### config.mk
export PLATFORM = sky130hd
export DESIGN_NAME = display_pattern_mux
export DESIGN_NICKNAME = d
export VERILOG_FILES = /design/src/rtl/display_pattern_mux.sv
export SDC_FILE = /design/constraint.sdc
export NUM_CORES = 1
export LEC_CHECK = 0
export BUFFER_PORTS_ARGS = -buffer_cell sky130_fd_sc_hd__buf_2
export CAP_MARGIN = 10
export CORE_MARGIN = 3
export CORE_UTILIZATION = 45
export CTS_CLUSTER_SIZE = 40
export DETAILED_ROUTE_END_ITERATION = 8
export PLACE_DENSITY = 0.71
export SLEW_MARGIN = 10
export SYNTH_ARGS = -nofsm -noshare
export SYNTH_HDL_FRONTEND = slang
export SYNTH_SLANG_ARGS = --single-unit
### constraint.sdc
create_clock -name lvds_slowclk -period 3.95 [get_ports lvds_slowclk]
set_input_delay 0.79 -clock lvds_slowclk [delete_from_list [all_inputs] [get_ports lvds_slowclk]]
set_output_delay 0.79 -clock lvds_slowclk [all_outputs]
set_load 0.02 [all_outputs]
### src/rtl/display_pattern_mux.sv
// Stream stage in front of the LVDS display: forwards DMA pixel words or replaces
// them with a generated test pattern, switching modes only at frame boundaries.
module display_pattern_mux #(
    parameter int H_ACTIVE = 640,
    parameter int V_ACTIVE = 480,
    parameter int BAR_W    = H_ACTIVE / 8
) (
    input  logic        lvds_slowclk,
    input  logic        rst_n,
    input  logic [1:0]  cfg_mode,
    input  logic [63:0] s_dma_rdata,
    input  logic        s_dma_rvalid,
    input  logic [7:0]  s_dma_rkeep,
    output logic        s_dma_rready,
    output logic [63:0] m_rdata,
    output logic        m_rvalid,
    output logic [7:0]  m_rkeep,
    input  logic        m_rready,
    output logic [1:0]  active_mode,
    output logic [15:0] frame_count,
    output logic [31:0] debug_partial_count
);

    localparam int WPL       = H_ACTIVE / 2;
    localparam int XW        = (WPL > 1) ? $clog2(WPL) : 1;
    localparam int YW        = (V_ACTIVE > 1) ? $clog2(V_ACTIVE) : 1;
    localparam int BAR_WORDS = BAR_W / 2;
    localparam int BW        = (BAR_WORDS > 1) ? $clog2(BAR_WORDS) : 1;

    typedef enum logic [1:0] {
        MODE_PASS  = 2'd0,
        MODE_BARS  = 2'd1,
        MODE_GRAD  = 2'd2,
        MODE_CHECK = 2'd3
    } mode_e;

    // Two pixels {B,G,R} into one display word, unused bytes zero
    function automatic logic [63:0] pack_pixels(input logic [23:0] px0, input logic [23:0] px1);
        return {8'h00, px1, 8'h00, px0};
    endfunction

    logic [XW-1:0] x_q, x_d;
    logic [YW-1:0] y_q, y_d;
    logic [BW-1:0] bar_cnt_q, bar_cnt_d;
    logic [2:0]    bar_idx_q, bar_idx_d;
    mode_e         active_mode_q, active_mode_d;
    logic [15:0]   frame_cnt_q, frame_cnt_d;
    logic [31:0]   partial_q, partial_d;
    logic [63:0]   m_rdata_q, m_rdata_d;
    logic [7:0]    m_rkeep_q, m_rkeep_d;
    logic          m_rvalid_q, m_rvalid_d;

    logic          load_s;
    logic          at_origin_s;
    mode_e         eff_mode_s;
    logic          pass_s;
    logic          wr_s;
    logic          adv_s;
    logic [7:0]    word_keep_s;
    logic          x_last_s;
    logic          y_last_s;
    logic [6:0]    x7_s;
    logic [7:0]    y8_s;
    logic [7:0]    p0_s;
    logic [7:0]    p1_s;
    logic [23:0]   bar_px_s;
    logic [63:0]   pattern_s;

    assign load_s       = ~m_rvalid_q | m_rready;
    assign at_origin_s  = (x_q == '0) && (y_q == '0);
    assign eff_mode_s   = at_origin_s ? mode_e'(cfg_mode) : active_mode_q;
    assign pass_s       = (eff_mode_s == MODE_PASS);
    assign wr_s         = load_s & (pass_s ? s_dma_rvalid : 1'b1);
    assign word_keep_s  = pass_s ? s_dma_rkeep : 8'hFF;
    assign adv_s        = wr_s & (word_keep_s == 8'hFF);
    assign s_dma_rready = load_s & pass_s;
    assign x_last_s     = (x_q == XW'(WPL - 1));
    assign y_last_s     = (y_q == YW'(V_ACTIVE - 1));

    // Only the low bits of the position feed the pattern generators
    assign x7_s     = 7'(x_q);
    assign y8_s     = 8'(y_q);
    assign p0_s     = {x7_s, 1'b0};
    assign p1_s     = {x7_s, 1'b1};
    assign bar_px_s = {{8{~bar_idx_q[0]}}, {8{~bar_idx_q[2]}}, {8{~bar_idx_q[1]}}};

    // Pattern word for the current position and effective mode
    always_comb begin
        pattern_s = 64'h0;
        case (eff_mode_s)
            MODE_BARS:  pattern_s = pack_pixels(bar_px_s, bar_px_s);
            MODE_GRAD:  pattern_s = pack_pixels({frame_cnt_q[7:0], y8_s, p0_s},
                                                {frame_cnt_q[7:0], y8_s, p1_s});
            MODE_CHECK: pattern_s = (x7_s[4] ^ y8_s[5]) ? pack_pixels(24'hFFFFFF, 24'hFFFFFF)
                                                        : 64'h0;
            default:    pattern_s = 64'h0;
        endcase
    end

    // Next-state for output register, position, bar tracker and counters
    always_comb begin
        x_d           = x_q;
        y_d           = y_q;
        bar_cnt_d     = bar_cnt_q;
        bar_idx_d     = bar_idx_q;
        active_mode_d = active_mode_q;
        frame_cnt_d   = frame_cnt_q;
        partial_d     = partial_q;
        m_rdata_d     = m_rdata_q;
        m_rkeep_d     = m_rkeep_q;
        m_rvalid_d    = m_rvalid_q;

        if (at_origin_s) begin
            active_mode_d = eff_mode_s;
        end else begin
            active_mode_d = active_mode_q;
        end

        if (load_s) begin
            m_rvalid_d = wr_s;
        end else begin
            m_rvalid_d = m_rvalid_q;
        end

        if (wr_s) begin
            m_rdata_d = pass_s ? s_dma_rdata : pattern_s;
            m_rkeep_d = word_keep_s;
        end else begin
            m_rdata_d = m_rdata_q;
            m_rkeep_d = m_rkeep_q;
        end

        if (wr_s && pass_s && (s_dma_rkeep != 8'hFF) && (partial_q != 32'hFFFF_FFFF)) begin
            partial_d = partial_q + 32'd1;
        end else begin
            partial_d = partial_q;
        end

        // Bar tracker follows x so the colour bars never need a divider
        if (adv_s) begin
            if (x_last_s) begin
                x_d       = '0;
                bar_cnt_d = '0;
                bar_idx_d = 3'd0;
                if (y_last_s) begin
                    y_d         = '0;
                    frame_cnt_d = frame_cnt_q + 16'd1;
                end else begin
                    y_d = y_q + YW'(1);
                end
            end else begin
                x_d = x_q + XW'(1);
                if (bar_cnt_q == BW'(BAR_WORDS - 1)) begin
                    bar_cnt_d = '0;
                    bar_idx_d = bar_idx_q + 3'd1;
                end else begin
                    bar_cnt_d = bar_cnt_q + BW'(1);
                end
            end
        end else begin
            x_d = x_q;
        end
    end

    // State registers with synchronous active-low reset
    always_ff @(posedge lvds_slowclk) begin
        if (!rst_n) begin
            x_q           <= '0;
            y_q           <= '0;
            bar_cnt_q     <= '0;
            bar_idx_q     <= 3'd0;
            active_mode_q <= MODE_PASS;
            frame_cnt_q   <= 16'd0;
            partial_q     <= 32'd0;
            m_rdata_q     <= 64'h0;
            m_rkeep_q     <= 8'h00;
            m_rvalid_q    <= 1'b0;
        end else begin
            x_q           <= x_d;
            y_q           <= y_d;
            bar_cnt_q     <= bar_cnt_d;
            bar_idx_q     <= bar_idx_d;
            active_mode_q <= active_mode_d;
            frame_cnt_q   <= frame_cnt_d;
            partial_q     <= partial_d;
            m_rdata_q     <= m_rdata_d;
            m_rkeep_q     <= m_rkeep_d;
            m_rvalid_q    <= m_rvalid_d;
        end
    end

    assign m_rdata             = m_rdata_q;
    assign m_rkeep             = m_rkeep_q;
    assign m_rvalid            = m_rvalid_q;
    assign active_mode         = active_mode_q;
    assign frame_count         = frame_cnt_q;
    assign debug_partial_count = partial_q;

endmodule

# --- After elaboration in Yosys (flattened, before gate mapping) ---
# Cells that the tools add are included.
totals:
  ff_bits: 150
  in_bits: 78
  out_inout_bits: 124
  elab_cells: 57
op_classes:
  n_addsub: 6
  n_eq_ne: 9
  muxes: 12
  bitwise: 9
  n_reduce_logical: 11
ops:
  columns: ["cell", "count"]
  rows:
  - ["56-bit one-hot mux with 3 select lines", 1]
  - ["64-bit two-way mux", 1]
  - ["56-bit two-way mux", 1]
  - ["32-bit by 1-bit adder with 32-bit output, second input constant", 1]
  - ["32-bit != test, second input constant", 1]
  - ["9-bit by 1-bit adder with 9-bit output, second input constant", 2]
  - ["9-bit equality test, second input constant", 2]
  - ["9-bit zero test", 2]
  - ["9-bit two-way mux", 2]
  - ["16-bit by 1-bit adder with 16-bit output, second input constant", 1]
  - ["6-bit two-way mux", 2]
  - ["8-bit equality test, second input constant", 1]
  - ["8-bit two-way mux", 1]
  - ["8-bit != test, second input constant", 1]
  - ["6-bit by 1-bit adder with 6-bit output, second input constant", 1]
  - ["6-bit equality test, second input constant", 1]
  - ["3-bit two-way mux", 2]
  - ["2-bit equality test, second input constant", 2]
  - ["1-bit logical AND", 4]
  - ["1-bit inverter", 4]
  - ["2-bit AND reduction", 2]
  - ["3-bit by 1-bit adder with 3-bit output, second input constant", 1]
  - ["1-bit bitwise AND", 3]
  - ["3-bit AND reduction", 1]
  - ["7 further kinds", 7]

# --- Longest topological paths before layout ---
# Gate-level depths: netlist (run 1).
logic_depth:
  word_depth: 9
  mapped_depth: 11
  mapped_depth_nobuf: 8

# --- Worst setup path after synthesis (run 1) ---
# OpenSTA, ideal clock, no wires.
synth_timing:
  path_type: "flip-flop to flip-flop"
  from: "reg y_q[0]"
  to: "reg partial_q[28] (netlist: debug_partial_count[28])"
  setup_time_ns: 0.070
  t_arrival_ns: 2.492
  required_time_ns: 3.880
  setup_slack_ns: 1.387
  stages_incl_launch_ff: 11
  n_path_buf: 2
  period_less_slack_ns: 2.563
  path_cell_list: "dfxtp_1 -> inv_1 -> ha_1 -> and4bb_1 -> and4_1 -> buf_6 -> mux2i_1 -> or4b_1 -> buf_2 -> or3_1 -> a21oi_1"
synth_between:
  elab_chain_len: 9
synth_lines:
  columns: ["item", "line_no", "rtl"]
  rows:
  - ["from (decl)", "43", "logic [YW-1:0] y_q, y_d;"]
  - ["from (signal assigned)", "180", "y_q <= y_d;"]
  - ["9-bit zero test (*)", "70", "assign at_origin_s = (x_q == '0) && (y_q == '0);"]
  - ["1-bit logical AND (*)", "70", null]
  - ["2-bit two-way mux (*)", "71", "assign eff_mode_s = at_origin_s ? mode_e'(cfg_mode) : active_mode_q;"]
  - ["2-bit zero test (*)", "72", "assign pass_s = (eff_mode_s == MODE_PASS);"]
  - ["1-bit two-way mux", "73", "assign wr_s = load_s & (pass_s ? s_dma_rvalid : 1'b1);"]
  - ["1-bit bitwise AND", "73", null]
  - ["1-bit logical AND (*) (3 in a row)", "133", "if (wr_s && pass_s && (s_dma_rkeep != 8'hFF) && (partial_q != 32'hFFFF_FFFF)) begin"]
  - ["to (signal assigned)", "185", "partial_q <= partial_d;"]
  - ["to (decl)", "48", "logic [31:0] partial_q, partial_d;"]
# Mark *: on every way between the ends. The rest lies on a longest branch, timed or not.
# A chain may end at the register's enable or synchronous reset.

# --- Worst setup path after layout (run 1) ---
layout_timing:
  from: "reg y_q[0]"
  to: "out s_dma_rready"
layout_between:
  elab_chain_len: 5
layout_lines:
  columns: ["item", "line_no", "rtl"]
  rows:
  - ["9-bit zero test", "70", null]
  - ["1-bit logical AND", "70", null]
  - ["2-bit two-way mux", "71", null]
  - ["2-bit zero test", "72", null]
  - ["1-bit bitwise AND", "76", "assign s_dma_rready = load_s & pass_s;"]
  - ["to (decl)", "14", "output logic s_dma_rready,"]
# No other way between the ends.

==> reports/qor.csv, run 1 <==
stage,metric,value,unit
worst_setup_path,CP Max Fanout,10,
routing,drt drc,0,
place,I/O Buffers,201,
routing,Via Count,6697,
sta,Final period util,85.69,%
power_and_ir_drop,final total power,4.871,mW
floorplan,Die Width,128.2,um
clock_network,CTS tree,built,
synthesis,Synth Warn #,0,
routing,vias per inst,5.618,
routing,drt initial violations,490,
sta,fmax,0.2954,GHz
synthesis,Post-Syn Area,6715,um^2
synthesis,Post-Synthesis Cells,806,
synthesis,"Seq/Total Area, Yosys",44.72,%
floorplan,Core Rows,44,
synthesis,ys flop type,dfxtp_1,
finish,Sequential Area,3003,um^2
finish,fill count,1338,
sta,Setup TNS,0,ns
sta,Worst slew margin,40.69,%
clock_network,# resized after CTS,0,
worst_setup_path,"Cell Chain, Critical Path",inv_1 > ha_1 > and4bb_1 > and4_1 > mux2i_1 > nor2_1 > buf_2,
global_routing,initial antenna violation count,2,
hold_path,Hold Crit Class,flip-flop to flip-flop,
sta,Max Transition Viols Final,0,
floorplan,I/O pin cnt,202,
worst_setup_path,Crit path largest cell delay,0.57,ns
global_routing,Total Routing Usage GR,22.88,%
power_and_ir_drop,Peak VDD IR,0.0003537,V
finish,multi-input logic area,3467,um^2
finish,share of layout cells above drive strength 1,27.14,%
clock_network,# Post-CTS Setup Buffers,0,
place,placed cell areas,7883,um^2
synthesis,Post-Synthesis Net Count,892,
sta,RSZ-0062 raised after global routing,false,
worst_setup_path,Setup crit end kind,primary output,
floorplan,Initial Util,46.03,%
synthesis,Synth Register Bits,150,
global_routing,pin count of the biggest net entering global routing,38,
finish,final core utilization,58.30,%
clock_network,Root Buffer,clkbuf_16,
sta,clk_skew,0.008354,ns
synthesis,ys async rst share,0,%
finish,Area growth syn-to-layout,26.66,%
routing,final WL,19.23,mm
sta,Least-Margin Pin Slew,0.8896,ns
worst_setup_path,nature of the critical path startpoint,flip-flop,
power_and_ir_drop,Leakage,3.534,nW
flow_run,maxcap violations,0,
clock_network,worst skew pair latency,0.43,ns
finish,fin nets,1079,
place,Detailed Place HPWL,13.70,mm
routing,WL per Instance,16.13,um
routing,DRT antenna net count,0,
sta,Setup Viol. Count Final,0,
finish,fin area,8506,um^2
power_and_ir_drop,pwr/cell area,572.6,nW/um^2
worst_setup_path,CP top delay family,simple AND/OR/NAND/NOR gates,
worst_setup_path,Worst Path Buf+Inv,2,
floorplan,Die Height,128.2,um
sta,min Tclk post-route,3.385,ns
global_routing,vias in the first global route,5906,
synthesis,Post-synth EDFFs,0,
global_routing,GRT overflow,0,
clock_network,Max Root-Sink Buffers,2,
worst_setup_path,kind of critical path,flip-flop to primary output,
floorplan,core area,14590,um^2
worst_setup_path,slowest cell on the critical path,and4_1,
worst_setup_path,WP data required,3.16,ns
synthesis,synthesized area per cell,8.332,um^2
clock_network,clock sinks,150,
clock_network,H-tree depth,4,
floorplan,die area,16430,um^2
synthesis,distinct cell type count after synthesis,53,
routing,DRT Pass-1 Iters,5,
place,RePlAce Congestion,0.9143,
status,outcome,finished clean,
clock_network,"Reg clk slew, reported paths",0.06,ns
sta,"Hold Violations, Final",0,
worst_setup_path,Worst EP arrival,2.59,ns
clock_network,# hold bufs at CTS,0,
clock_network,CTS Buf Count,17,
global_routing,wire length of the first global-routing pass,30.37,mm
[kinds of logic after synthesis]
logic type | Yosys count | share of synthesized area (%)
AOI/OAI and AO/OA | 179 | 17.29
xor gates and xnor gates | 19 | 2.478
adders and majority gates | 8 | 1.491
buffers and inverters | 65 | 3.894
DFF | 150 | 44.72
muxes | 20 | 3.056
and+or+nand+nor | 365 | 27.07
[report_power, final]
group	switching, mW	internal (mW)	total (mW)
registers	0.125	1.74	1.86
logic	0.871	0.454	1.33
clock network	0.641	1.04	1.69
total	1.64	3.23	4.87
[synth_stat cells (5+ instances only)]
cell,number,share of area (%)
or4_1,18,2.0
nor3_1,14,1.0
nand4_1,22,2.0
nand3_1,52,3.9
inv_1,17,0.95
or3_1,15,1.4
o221a_2,15,2.5
nor4_1,15,1.4
o21ai_0,40,3.0
mux2i_1,16,2.4
o31ai_1,13,1.5
ha_1,8,1.5
xnor2_1,10,1.3
a21oi_1,52,3.9
and3_1,9,0.84
clkbuf_1,42,2.3
xor2_1,9,1.2
o21a_1,5,0.56
nand2b_1,11,1.0
a31oi_1,17,1.6
dfxtp_1,150,45
nand2_1,123,6.9
a22oi_1,16,1.8
nor2_1,58,3.2
nor2b_1,6,0.56
[final cells by class]
cell class	count	area share, %
Tap cell	184	2.707
Clock buffer	21	5.531
Inverter	17	0.7502
Clock inverter	11	1.736
Antenna cell	2	0.05884
Sequential cell	150	35.30
Timing Repair Buffer	216	13.15
Multi-Input combinational cell	591	40.76
[path summary, 6_finish.rpt]
| path | start | to | slack, ns | cells past startpoint |
|---|---|---|---|---|
| worst max-delay path | y_q[0] | s_dma_rready | 0.57 | 7 |
| worst min-delay path | m_rdata[32] | m_rdata[32] | 0.46 | 2 |
| worst max register to register | y_q[0] | debug_partial_count[26] | 0.84 | 8 |
| worst min register to register | m_rdata[32] | m_rdata[32] | 0.46 | 2 |
[sequential cells by signal (all words and copies together) (netlist names)]
signal               cells
active_mode              2
m_rdata                 64
m_rvalid                 1
x_q                      9
m_rkeep                  8
y_q                      9
bar_idx_q                3
debug_partial_count     32
frame_count             16
bar_cnt_q                6
[layout by cell type, fill, tap and decap left out, drive strengths merged, types with 14 or more instances in the layout]
cell	Yosys	final
a22oi	16	16
o221a	15	15
a21oi	52	52
o21ai	42	42
nand2	123	123
nor3	14	14
or4	18	18
a31oi	17	17
mux2i	16	16
inv	17	18
clkbuf	42	21
nand4	22	22
buf	6	216
nand3	52	52
dfxtp	150	150
nor4	16	16
or3	15	15
nor2	58	58
[worst register-to-register path, cell delays in order (launching register included)]
cell      delay (ns)
dfxtp_1         0.38
inv_1           0.08
ha_1            0.16
and4bb_1        0.22
and4_1          0.57
mux2i_1         0.28
or4b_1          0.74
or4_1           0.46
a21oi_1         0.14
[layer usage]
layer	part of all wire [%]	up-vias	track usage, %
met5	0	-	0
met4	2.1	0	8.989
met3	5.8	29	4.500
met2	47	198	36.32
met1	45	3161	30.71
li1	-	3309	-
[stage by stage]
| stage | setup WS (ns) | std cells | hold WS, ns |
|---|---|---|---|
| after floorplan | 1.387 | 806 | 0.4492 |
| after global placement | 0.9591 | 1158 | 0.4397 |
| after detailed placement | 0.9042 | 1158 | 0.4452 |
| after CTS | 0.5906 | 1190 | 0.4583 |
| after global routing | 0.3324 | 1192 | 0.4822 |
| final | 0.5651 | 1192 | 0.4582 |
Note: power is estimated with default switching activity, not from simulation.
==> inputs of run 2 (changes only) <==
- GPL_TIMING_DRIVEN: unset -> 0
==> run 2 against run 1 <==
Total power down 1.8%. Final cell count up 2.7%. Routed wire length increased by 8.8%. Clock skew barely moved. Hold slack better by 0.0033 ns. Sequential power about the same. Flip-flop and latch count unchanged. Count of clock-buffer cells in the layout shrank 1. Die area is the same. Core utilization is 0.086 points higher.
==> reports/qor.csv, run 2 (synthesis results as in run 1) <==
stage,metric,value,unit,change
status,outcome,finished clean,,
sta,Least-Margin Pin Slew,1.098,ns,+0.2087 ns
worst_setup_path,WP data required,4.23,ns,+1.07 ns
sta,Max Transition Viols Final,0,,unchanged
hold_path,Hold Crit Class,flip-flop to flip-flop,,
finish,fill count,1347,,+0.67%
floorplan,Die Width,128.2,um,unchanged
place,I/O Buffers,200,,-0.50%
sta,Setup Viol. Count Final,0,,unchanged
global_routing,GRT overflow,0,,unchanged
routing,WL per Instance,17.10,um,+6.0%
sta,clk_skew,0.008746,ns,+0.0003917 ns
routing,drt initial violations,673,,+37%
floorplan,Core Rows,44,,unchanged
routing,Via Count,6985,,+4.3%
sta,Final period util,89.59,%,+3.9 points
sta,setup ws final,0.4113,ns,-0.1539 ns
worst_setup_path,worst r2r path cells,9,,+1
place,RePlAce Congestion,0.9090,,-0.58%
worst_setup_path,FF-to-FF End,m_rdata[37],,
worst_setup_path,FF-to-FF Start,x_q[6],,
finish,final core utilization,58.39,%,+0.086 points
sta,fmax,0.2826,GHz,-4.3%
floorplan,die area,16430,um^2,unchanged
power_and_ir_drop,pwr/cell area,561.8,nW/um^2,-1.9%
hold_path,Hold Crit Start,m_rkeep[6],,
worst_setup_path,CP Max Fanout,10,,unchanged
finish,Largest register FFs,64,,unchanged
finish,share of layout cells above drive strength 1,24.76,%,-2.4 points
worst_setup_path,kind of critical path,flip-flop to flip-flop,,
worst_setup_path,R2R setup slack,0.41,ns,-0.43 ns
worst_setup_path,Worst EP arrival,3.82,ns,+1.23 ns
global_routing,vias in the first global route,6336,,+7.3%
finish,Area growth syn-to-layout,26.85,%,
clock_network,H-tree depth,4,,unchanged
place,Setup Slack @ Placement,0.4831,ns,-0.4212 ns
clock_network,CTS tree,built,,
clock_network,# hold bufs at CTS,0,,unchanged
clock_network,worst skew pair latency,0.43,ns,about the same
floorplan,Die Height,128.2,um,unchanged
routing,final WL,20.93,mm,+8.8%
routing,DRT Pass-1 Iters,5,,unchanged
sta,Setup TNS,0,ns,unchanged
routing,vias per inst,5.707,,+1.6%
power_and_ir_drop,Leakage,3.508,nW,-0.74%
worst_setup_path,Critical path origin,x_q[6],,
global_routing,Total Routing Usage GR,24.89,%,+2.0 points
finish,"commonest cells after routing, fill and taps aside","buf_2, dfxtp_1, nand2_1, nor2_1",,
floorplan,core area,14590,um^2,unchanged
sta,Worst slew margin,26.58,%,-14 points
clock_network,"Reg clk slew, reported paths",0.07,ns,about the same
clock_network,clock sinks,150,,unchanged
finish,multi-input logic area,3451,um^2,-0.47%
clock_network,# Post-CTS Setup Buffers,0,,unchanged
sta,RSZ-0062 raised after global routing,false,,
global_routing,pin count of the biggest net entering global routing,17,,-55%
clock_network,CTS Buf Count,17,,unchanged
flow_run,maxcap violations,0,,unchanged
routing,DRT antenna net count,0,,unchanged
clock_network,Root Buffer,clkbuf_16,,
hold_path,hold depth,2,,unchanged
finish,"most common cell after layout, fill and taps aside",buf_2,,
hold_path,hold worst-path end,m_rkeep[6],,
clock_network,Max Root-Sink Buffers,2,,unchanged
clock_network,# resized after CTS,0,,unchanged
worst_setup_path,Setup crit end kind,flip-flop,,
finish,Sequential Area,3003,um^2,unchanged
floorplan,Initial Util,46.03,%,unchanged
finish,fin nets,1111,,+3.0%
sta,min Tclk post-route,3.539,ns,+0.1539 ns
global_routing,initial antenna violation count,2,,unchanged
sta,"Hold Violations, Final",0,,unchanged
routing,drt drc,0,,unchanged
worst_setup_path,nature of the critical path startpoint,flip-flop,,
global_routing,wire length of the first global-routing pass,32.72,mm,+7.7%
floorplan,I/O pin cnt,202,,unchanged
place,Detailed Place HPWL,15.70,mm,+15%
power_and_ir_drop,Peak VDD IR,0.0003754,V,+6.1%
-- run 2: cell type report --
class                      count  area share [%]
clock buffer                  20           5.244
tap                          184           2.703
antenna                        2         0.05875
inverter                      17          0.7491
buffer                        48           2.321
sequential                   150           35.25
timing repair buffer         200           11.75
multi-input combinational    591           40.51
clock inverter                12           1.410
-- run 2: power by group --
group	internal [mW]	switching (mW)	total (mW)
Clock	0.895	0.671	1.57
Combinational	0.450	0.907	1.36
Sequential	1.74	0.126	1.86
-- run 2: worst max-delay path: stages, from the launching register on --
cell and delay [ns]:
dfxtp_1 0.29, clkbuf_1 0.17, nor4_1 0.38, and4_1 0.27, buf_6 0.16, mux2i_1 0.56
o21ai_1 0.41, a21oi_1 0.57, clkbuf_1 0.43, a31oi_1 0.14
-- run 2: worst max path at each step --
stage                     slack [ns]                       to  depth (start not counted)
after floorplan                 1.39  debug_partial_count[28]                         10
after global placement          0.51              m_rdata[36]                         10
after detailed placement        0.48              m_rdata[36]                         10
after CTS                       0.48              m_rdata[36]                         10
after global routing            0.20              m_rdata[38]                         10
final                           0.41              m_rdata[37]                          9
-- run 2: per-layer routing --
metal  vias up  track usage (%)  routed length [um]
met4         0            8.614                 527
met5         -                0                   0
met3        40            5.208                1328
met2       258            40.17                9860
met1      3305            33.14                9215
li1       3382                -                   -
-- run 2: through the flow --
stage	cell area (um^2)	hold WS [ns]	total power, mW	std cells
2_1_floorplan	6715	0.4492	2.751	806
3_3_place_gp	7946	0.4434	3.224	1190
3_5_place_dp	7946	0.4505	3.245	1190
4_1_cts	8513	0.4661	4.799	1222
5_1_grt	8518	0.4759	5.007	1224
6_report	8518	0.4614	4.785	1224
==> inputs of run 3 (changes only) <==
- ABC_AREA: unset -> 1
- CORE_ASPECT_RATIO: unset -> 0.5
- CORE_UTILIZATION: 45 -> 32
- PLACE_DENSITY: 0.71 -> unset
==> run 3 against run 2 <==
Count of clock-buffer cells in the layout down 3. Sequential power up 11%. Die area up 57%. Flip-flop and latch count unchanged. Synthesized cell count up 37%. Clock power up 6%. Global-route usage down 5.1 points. Hold slack better by 0.0030 ns. Design area up 13%. Area after synthesis up 14%. First-iteration DRC count down 11%. Largest cell class unchanged.
==> reports/qor.csv, run 3 <==
stage,metric,value,unit,change
synthesis,top-area cell type share of the netlist area,39.37,%,-5.3 points
synthesis,Post-Synthesis Net Count,1190,,+33%
sta,RSZ-0062 raised after global routing,false,,
sta,clk_skew,0.01248,ns,+0.003737 ns
routing,drt initial violations,599,,-11%
finish,share of layout cells above drive strength 1,21.91,%,-2.8 points
synthesis,Synth area leader,dfxtp_1,,
global_routing,GRT overflow,0,,unchanged
clock_network,CTS tree,built,,
finish,"commonest cells after routing, fill and taps aside","nand2_1, buf_2, dfxtp_1, nor2_1, a21oi_1",,
synthesis,"Seq/Total Area, Yosys",39.37,%,-5.3 points
synthesis,Post-Syn Area,7627,um^2,+14%
routing,vias per inst,4.928,,-14%
sta,Worst slew margin,35.74,%,+9.2 points
floorplan,Core Rows,39,,-11%
clock_network,clock sinks,150,,unchanged
worst_setup_path,FF-to-FF Start,x_q[0],,
clock_network,# hold bufs at CTS,0,,unchanged
place,RePlAce Congestion,0.9315,,+2.5%
sta,Setup Viol. Count Final,0,,unchanged
clock_network,CTS Buf Count,17,,unchanged
routing,DRT antenna net count,0,,unchanged
synthesis,Post-Synthesis Cells,1104,,+37%
finish,Area growth syn-to-layout,26.07,%,
worst_setup_path,CP Max Fanout,10,,unchanged
routing,final WL,26.01,mm,+24%
synthesis,top-count cell post-synth,nand2_1,,
sta,fmax,0.3457,GHz,+22%
worst_setup_path,WP data required,3.16,ns,-1.07 ns
hold_path,Hold Crit Class,flip-flop to flip-flop,,
hold_path,Hold Crit Start,m_rdata[27],,
clock_network,Root Buffer,clkbuf_16,,
clock_network,# Post-CTS Setup Buffers,0,,unchanged
global_routing,pin count of the biggest net entering global routing,17,,unchanged
clock_network,H-tree depth,4,,unchanged
synthesis,ys flop type,dfxtp_1,,
floorplan,Die Width,224.3,um,+75%
finish,Final Instance Count excl. Fillers,1646,,+34%
worst_setup_path,Critical path origin,x_q[0],,
synthesis,Commonest cells post-synth,"nand2_1, dfxtp_1, nor2_1, a21oi_1, inv_1",,
floorplan,core area,23130,um^2,+59%
floorplan,Initial Util,32.98,%,-13 points
synthesis,ys async rst share,0,%,unchanged
place,Detailed Place HPWL,20.13,mm,+28%
place,I/O Buffers,201,,+0.50%
flow_run,maxcap violations,0,,unchanged
synthesis,Synth Warn #,0,,unchanged
synthesis,Synth Register Bits,150,,unchanged
sta,min Tclk post-route,2.892,ns,-0.6463 ns
global_routing,wire length of the first global-routing pass,40.50,mm,+24%
place,Placed Cells incl. Taps,1612,,+35%
worst_setup_path,Worst EP arrival,2.10,ns,-1.72 ns
routing,DRT Pass-1 Iters,5,,unchanged
sta,Final period util,73.23,%,-16 points
sta,Setup TNS,0,ns,unchanged
sta,Least-Margin Pin Slew,0.9551,ns,-0.1433 ns
clock_network,"Reg clk slew, reported paths",0.06,ns,about the same
status,outcome,finished clean,,
synthesis,synthesized area per cell,6.909,um^2,-17%
worst_setup_path,nature of the critical path startpoint,flip-flop,,
global_routing,Total Routing Usage GR,19.75,%,-5.1 points
finish,Largest register FFs,64,,unchanged
worst_setup_path,kind of critical path,flip-flop to primary output,,
floorplan,die area,25840,um^2,+57%
synthesis,leading post-synthesis cells by cell area,"dfxtp_1, nand2_1, a21oi_1",,
routing,WL per Instance,15.80,um,-7.6%
sta,Max Transition Viols Final,0,,unchanged
power_and_ir_drop,pwr/cell area,703.3,nW/um^2,+25%
clock_network,# resized after CTS,0,,unchanged
finish,fin nets,1410,,+27%
routing,drt drc,0,,unchanged
clock_network,worst skew pair latency,0.44,ns,about the same
sta,"Hold Violations, Final",0,,unchanged
routing,Via Count,8112,,+16%
global_routing,initial antenna violation count,1,,-1
clock_network,Max Root-Sink Buffers,2,,unchanged
power_and_ir_drop,Leakage,4.220,nW,+20%
finish,"most common cell after layout, fill and taps aside",nand2_1,,
synthesis,distinct cell type count after synthesis,38,,-28%
floorplan,Die Height,115.2,um,-10%
synthesis,Post-synth EDFFs,0,,unchanged
power_and_ir_drop,Peak VDD IR,0.0003601,V,-4.1%
floorplan,I/O pin cnt,202,,unchanged
worst_setup_path,Setup crit end kind,primary output,,
global_routing,vias in the first global route,7783,,+23%
[run 3: power breakdown]
part	switching, mW	total (mW)	leakage [nW]	internal [mW]
logic	2.12	3.03	2.70	0.906
clock network	0.723	1.67	0.292	0.948
registers	0.201	2.06	1.22	1.86
[run 3: cell type report]
cell class              count  area, um^2
inverters                 101       379.1
flip-flops and latches    150        3003
well taps                 307       384.1
repair buffers            201        1006
fillers                  2453       13510
clock inverters            15       167.7
clock buffers              17       425.4
multi-input cells         800        3956
diodes                      2       5.005
plain buffers              53       289.0
[run 3: path summary, 6_finish.rpt]
check	end	slack [ns]	cells past startpoint
max	s_dma_rready	1.06	11
min	m_rdata[27]	0.46	2
max reg2reg	y_q[0]	1.32	19
min reg2reg	m_rdata[27]	0.46	2
[run 3: critical path, stage by stage (launching register included)]
cell	delay (ns)
dfxtp_1	0.34
inv_1	0.13
ha_1	0.19
nand2_1	0.05
inv_1	0.04
nand2_1	0.05
nor2_2	0.14
nand3_1	0.14
nand2_4	0.21
nand2_8	0.09
nor2_1	0.09
buf_2	0.20
[run 3: metal layers]
| layer | routed length, um | GRT usage, % | part of all wire [%] |
|---|---|---|---|
| met1 | 11680 | 24.92 | 45 |
| met2 | 12790 | 34.21 | 49 |
| met3 | 1016 | 3.724 | 3.9 |
| met4 | 516 | 6.934 | 2.0 |
| met5 | 0 | 0 | 0 |
[run 3: per-stage QoR]
stage | setup WS (ns) | hold WS [ns] | instance area, um^2 | total power, mW | util, %
3_3_place_gp | 1.386 | 0.4508 | 9017 | 5.070 | 38.99
2_1_floorplan | 1.673 | 0.4594 | 7627 | 4.074 | -
4_1_cts | 1.037 | 0.4680 | 9610 | 6.791 | 41.55
3_5_place_dp | 1.339 | 0.4572 | 9017 | 5.117 | 38.99
6_report | 1.058 | 0.4644 | 9615 | 6.763 | 41.57
5_1_grt | 0.8193 | 0.4865 | 9613 | 7.176 | 41.56
[run 3: cells by family after synthesis]
kind of cell	count (synthesis)	share of synthesized area, %
adders and majority gates	8	1.312
and+or+nand+nor	567	32.74
AOI/OAI and AO/OA	185	13.22
buffers and inverters	154	8.760
xor gates and xnor gates	40	4.593
DFF	150	39.37
